==> src/rtl/pie_pkg.sv <==
// Shared state encoding and default sizing for the PIE downlink decoder.
package pie_pkg;

  localparam int unsigned PIE_CNT_W     = 9;
  localparam int unsigned PIE_DELIM_MIN = 8;
  localparam int unsigned PIE_TIMEOUT   = 511;

  typedef enum logic [2:0] {
    S_IDLE,
    S_DELIM,
    S_TARI,
    S_RTCAL,
    S_FIRST,
    S_DATA
  } pie_state_e;

endpackage

==> src/rtl/sync_edge_detect.sv <==
// Two-flop synchronizer for the asynchronous envelope input, followed by
// registered single-cycle rise/fall strobes on the synchronized level.
module sync_edge_detect (
  input  logic clock,
  input  logic reset,
  input  logic async_i,
  output logic rise,
  output logic fall
);

  // [0] metastable capture, [1] synchronized level, [2] previous level
  logic [2:0] sync_q;

  // NOTE: every flop here uses <= so all stages shift on the same edge;
  // blocking assignments would collapse the chain into a single flop.
  always_ff @(posedge clock or negedge reset) begin
    if (!reset) begin
      sync_q <= '0;
      rise   <= 1'b0;
      fall   <= 1'b0;
    end else begin
      sync_q <= {sync_q[1:0], async_i};
      rise   <= sync_q[1] & ~sync_q[2];
      fall   <= ~sync_q[1] & sync_q[2];
    end
  end

endmodule

==> src/rtl/pie_decoder.sv <==
// PIE downlink decoder: measures delimiter, Tari, RTcal and optional TRcal,
// then slices each rising-edge-to-rising-edge interval against RTcal/2.
module pie_decoder
  import pie_pkg::*;
#(
  parameter int unsigned CNT_W     = PIE_CNT_W,
  parameter int unsigned DELIM_MIN = PIE_DELIM_MIN,
  parameter int unsigned TIMEOUT   = PIE_TIMEOUT
) (
  input  logic             clock,
  input  logic             reset,
  input  logic             enabled,
  input  logic             demod_in,
  output logic             bit_data,
  output logic             bit_valid,
  output logic             frame_start,
  output logic             is_query,
  output logic             frame_end,
  output logic             error,
  output logic [CNT_W-1:0] tari,
  output logic [CNT_W-1:0] rtcal,
  output logic [CNT_W-1:0] trcal
);

  localparam logic [CNT_W-1:0] CNT_MAX   = '1;
  localparam logic [CNT_W-1:0] DELIM_C   = CNT_W'(DELIM_MIN);
  localparam logic [CNT_W-1:0] TIMEOUT_C = CNT_W'(TIMEOUT);

  logic             rise;
  logic             fall;
  pie_state_e       state_q;
  logic [CNT_W-1:0] cnt_q;
  logic [CNT_W-1:0] elapsed;
  logic [CNT_W-1:0] half_rtcal;
  logic             timeout;
  logic [CNT_W-1:0] tari_q, rtcal_q, trcal_q;
  logic             is_query_q, bit_data_q;
  logic             bit_valid_q, frame_start_q, frame_end_q, error_q;

  sync_edge_detect u_sync (
    .clock   (clock),
    .reset   (reset),
    .async_i (demod_in),
    .rise    (rise),
    .fall    (fall)
  );

  // elapsed counts the current clock, so an edge sees the full spacing
  assign elapsed    = (cnt_q == CNT_MAX) ? cnt_q : cnt_q + CNT_W'(1);
  assign timeout    = (elapsed >= TIMEOUT_C);
  assign half_rtcal = rtcal_q >> 1;

  always_ff @(posedge clock or negedge reset) begin
    if (!reset) begin
      state_q       <= S_IDLE;
      cnt_q         <= '0;
      tari_q        <= '0;
      rtcal_q       <= '0;
      trcal_q       <= '0;
      is_query_q    <= 1'b0;
      bit_data_q    <= 1'b0;
      bit_valid_q   <= 1'b0;
      frame_start_q <= 1'b0;
      frame_end_q   <= 1'b0;
      error_q       <= 1'b0;
    end else begin
      bit_valid_q   <= 1'b0;
      frame_start_q <= 1'b0;
      frame_end_q   <= 1'b0;
      error_q       <= 1'b0;
      if (enabled) begin
        cnt_q <= elapsed;
        // Timeout outranks any edge in the same cycle; that edge is dropped.
        case (state_q)
          S_IDLE: begin
            if (fall) begin
              cnt_q   <= '0;
              state_q <= S_DELIM;
            end
          end
          S_DELIM: begin
            if (timeout) begin
              error_q <= 1'b1;
              state_q <= S_IDLE;
            end else if (rise) begin
              cnt_q   <= '0;
              state_q <= (elapsed >= DELIM_C) ? S_TARI : S_IDLE;
            end
          end
          S_TARI: begin
            if (timeout) begin
              error_q <= 1'b1;
              state_q <= S_IDLE;
            end else if (rise) begin
              tari_q  <= elapsed;
              cnt_q   <= '0;
              state_q <= S_RTCAL;
            end
          end
          S_RTCAL: begin
            if (timeout) begin
              error_q <= 1'b1;
              state_q <= S_IDLE;
            end else if (rise) begin
              rtcal_q <= elapsed;
              cnt_q   <= '0;
              if (elapsed <= tari_q) begin
                error_q <= 1'b1;
                state_q <= S_IDLE;
              end else begin
                state_q <= S_FIRST;
              end
            end
          end
          S_FIRST: begin
            if (timeout) begin
              error_q <= 1'b1;
              state_q <= S_IDLE;
            end else if (rise) begin
              cnt_q         <= '0;
              frame_start_q <= 1'b1;
              state_q       <= S_DATA;
              if (elapsed > rtcal_q) begin
                trcal_q    <= elapsed;
                is_query_q <= 1'b1;
              end else begin
                is_query_q  <= 1'b0;
                bit_data_q  <= (elapsed >= half_rtcal);
                bit_valid_q <= 1'b1;
              end
            end
          end
          S_DATA: begin
            if (timeout) begin
              frame_end_q <= 1'b1;
              state_q     <= S_IDLE;
            end else if (rise) begin
              cnt_q       <= '0;
              bit_data_q  <= (elapsed >= half_rtcal);
              bit_valid_q <= 1'b1;
            end
          end
          default: state_q <= S_IDLE;
        endcase
      end
    end
  end

  assign bit_data    = bit_data_q;
  assign bit_valid   = bit_valid_q;
  assign frame_start = frame_start_q;
  assign is_query    = is_query_q;
  assign frame_end   = frame_end_q;
  assign error       = error_q;
  assign tari        = tari_q;
  assign rtcal       = rtcal_q;
  assign trcal       = trcal_q;

endmodule

==> config.mk <==
export PLATFORM = sky130hd
export DESIGN_NAME = pie_decoder
export DESIGN_NICKNAME = d
export VERILOG_FILES = /design/src/rtl/pie_pkg.sv /design/src/rtl/sync_edge_detect.sv /design/src/rtl/pie_decoder.sv
export SDC_FILE = /design/constraint.sdc
export NUM_CORES = 1
export LEC_CHECK = 0
export CAP_MARGIN = 10
export CORE_UTILIZATION = 42
export CTS_BUF_LIST = sky130_fd_sc_hd__clkbuf_8
export DETAILED_ROUTE_END_ITERATION = 6
export DONT_BUFFER_PORTS = 1
export PLACE_DENSITY = 0.62
export SKIP_CTS_REPAIR_TIMING = 1
export SLEW_MARGIN = 0
export SYNTH_ARGS = -nofsm -noshare
export SYNTH_HDL_FRONTEND = slang
export SYNTH_SLANG_ARGS = --single-unit
==> constraint.sdc <==
create_clock -name clock -period 5.3 [get_ports clock]
set_clock_uncertainty 0.1 [all_clocks]
set_input_delay 0.53 -clock clock [delete_from_list [all_inputs] [get_ports clock]]
set_output_delay 0.53 -clock clock [all_outputs]
set_load 0.01 [all_outputs]
==> results.cfg <==
[status]
status = complete, no violations

[grt]
grt_pass1_wl_um = 11200
grt.busiest_layer = met2
grt_use_met1_pct = 27.1
grt_util_met3_pct = 4.81
grt-ovfl-total = 0
antenna_found_initial = 0
met2_usage_pct = 30.3
grt_pass1_vias = 2242
grt_max_degree = 51
grt_usage_pct = 19.7

[floorplan]
die_y_um = 85.5
start_util_pct = 43.4
die_width_um = 85.5
pin_count = 37
core.rowCount = 30
die_area_um2 = 7320
core_area_um2 = 6760

[worst_setup_path]
path_class = register to register
critPathRequiredTime_ps = 5390
crit_path_end_kind = register
reg2reg_from = cnt_q[0]
crit_start = cnt_q[0]
critPathMaxFanout = 10
worstPathArrival_ps = 3990
cp-start-kind = register
slowest_stage = a21oi_1
cp_cell_sequence = ha_1 -> and4_1 -> nand3_1 -> a21oi_1 -> ha_1 -> nand2_1 -> o21bai_1 -> a21oi_1 -> o41a_1 -> nand3_2 -> mux2_1
cpPeakStageDelay_ps = 710

[timing]
finalCritPeriodShare_pct = 73.5
finalSetupTns_ps = 0
min_period_ps = 3900
drv_slew = 0
rsz0062_at_grt = false
finalSetupViolCount = 0
hold_viol_final = 0
tightestPinTransition_ps = 906
relSlewSlack_pct = 39.6
clock.fmax_mhz = 257

[logic_synthesis]
synth_flop_cell = dfrtp_1
async_flop_share_pct = 100
yosysMostFrequentCell = dfrtp_1
synth_compound_area_share_pct = 18.4
synth_mux_area_share_pct = 5.34
synth.avg_cell_area_um2 = 9.67
yosysSeqAreaShare_pct = 42.7
synth-xor-area-share_pct = 0.299
synthAdderAreaFrac_pct = 11.9
synth_top_cell_area_share_pct = 42.7
synth_top_family_by_area = compound AO/OA/AOI/OAI gates
netlist_area_um2 = 2930
ys_seq_elements = 50
synthesis.nets = 334
synth_common_cells = dfrtp_1, nand2_1, inv_1, ha_1, o21ai_1
yosys-top-cells-area = dfrtp_1, ha_1, nand2_1
synth_largest_area_cell = dfrtp_1
syn_inst = 303
ys.warnings.count = 0
synth_edf_count = 0
synth_cell_types = 52
synth_simple_gate_area_share_pct = 16.2

[routing]
first_pass_iters = 4
routed_wl_um = 6650
drt_iter0_drc = 146
route.detailed.drc = 0
detailroute.via_count = 2231
avgRoutedWirePerCell_um = 17.3
ant_nets = 0
routed_via_density = 5.79

[clocking]
cts-root-buf = clkbuf_8
cts_tree = yes
clk_path_buf_depth = 2
htree_levels = 2
clock_latency_ps = 310
clkTransAtPathRegs_ps = 90
cts.sinks = 50
numCtsBuffers = 5

[pwr]
power_density_nw_per_um2 = 461
power.leakage_nw = 1.44
ir_worst_vdd_mv = 0.234

[layout]
fin_nets = 335
area_delta_synth_final_pct = 7.60
final_layout_size_suffix_gt1_share_pct = 8.20
final_core_util_pct = 46.7
antennaDiodeCount = 0
final_area_um2 = 3150

[run]
maxCapViolCount = 0

[min_path]
hp-class = primary input to register
min_from = demod_in

[place]
port_buffers = 0
dp_hpwl_um = 4760
placed_cell_area_um2 = 3000
place_congestion = 0.867
## report_power, final
part	internal, mW	switching, mW
sequential	0.477	0.137
clock	0.142	0.133
combinational	0.236	0.331
total	0.854	0.600
## registers in the layout, summed over array words and instances, names as in the netlist
name	flops
bit_data	1
state_q	3
u_sync.sync_q	3
trcal	9
is_query	1
bit_valid	1
tari	9
error	1
rtcal	9
cnt_q	9
u_sync.fall	1
u_sync.rise	1
frame_end	1
frame_start	1
## final cells by class
class / count / area [um2]
Clock buffer: 5 / 68.8
Inverter: 29 / 109
Fill cell: 653 / 3600
Timing Repair Buffer: 4 / 52.6
Clock inverter: 3 / 43.8
Tap cell: 80 / 100
Sequential cell: 50 / 1250
Multi-Input combinational cell: 214 / 1530
## final timing paths
check	endpoint	slack, ps	depth (start not counted)
max	trcal[8]	1400	11
min	u_sync.sync_q[0]	140	0
max reg2reg	trcal[8]	1400	11
min reg2reg	u_sync.sync_q[1]	260	0
max in group asynchronous	trcal[8]	4250	2
min in group asynchronous	rtcal[4]	620	2
## worst max-delay path: cells and delay by family, from the launching register on
kind	cells	cell delay (ps)
DFF	1	480
AOI/OAI and AO/OA	4	1310
and+or+nand+nor	4	870
muxes	1	350
adders and majority gates	2	680
## layout by cell type (no fill, tap or decap), types with 3 or more instances in the layout
| cell type | count |
|---|---|
| nor3_1 | 8 |
| mux2_2 | 3 |
| a31oi_1 | 5 |
| nand2b_1 | 5 |
| clkbuf_8 | 5 |
| nand4_1 | 4 |
| mux2_1 | 10 |
| dfrtp_1 | 50 |
| nand3_1 | 9 |
| o21ai_0 | 7 |
| ha_1 | 27 |
| o21ai_1 | 20 |
| nand2_1 | 31 |
| and2_1 | 3 |
| a21oi_1 | 15 |
| o22ai_1 | 6 |
| a21o_1 | 4 |
| nor2_1 | 12 |
| nor2b_1 | 6 |
| inv_1 | 29 |
## layer usage
layer / routed length [um] / share of wire [%] / vias to the layer above
met5: 0 / 0 / -
met1: 3100 / 47 / 1066
met2: 2910 / 44 / 77
li1: - / - / 1078
met3: 527 / 7.9 / 10
met4: 114 / 1.7 / 0
## per-stage QoR
step | setup slack, ps | power (mW) | hold slack (ps) | cells
final | 1400 | 1.45 | 141 | 385
after global routing | 1120 | 1.59 | 123 | 385
after CTS | 1500 | 1.46 | -205 | 383
after detailed placement | 1540 | 1.17 | 136 | 375
after global placement | 1630 | 1.16 | 136 | 375
after floorplan | 2070 | 1.04 | 134 | 303
## cells by family (layout without fill, tap and decap cells)
logic type | count (synthesis) | count (layout)
fa+ha+maj | 28 | 28
compound gates | 80 | 80
mux | 14 | 14
simple gates | 91 | 91
xor+xnor | 1 | 1
flops | 50 | 50
buf+inv | 39 | 41
Power figures use the tool's default switching activity.
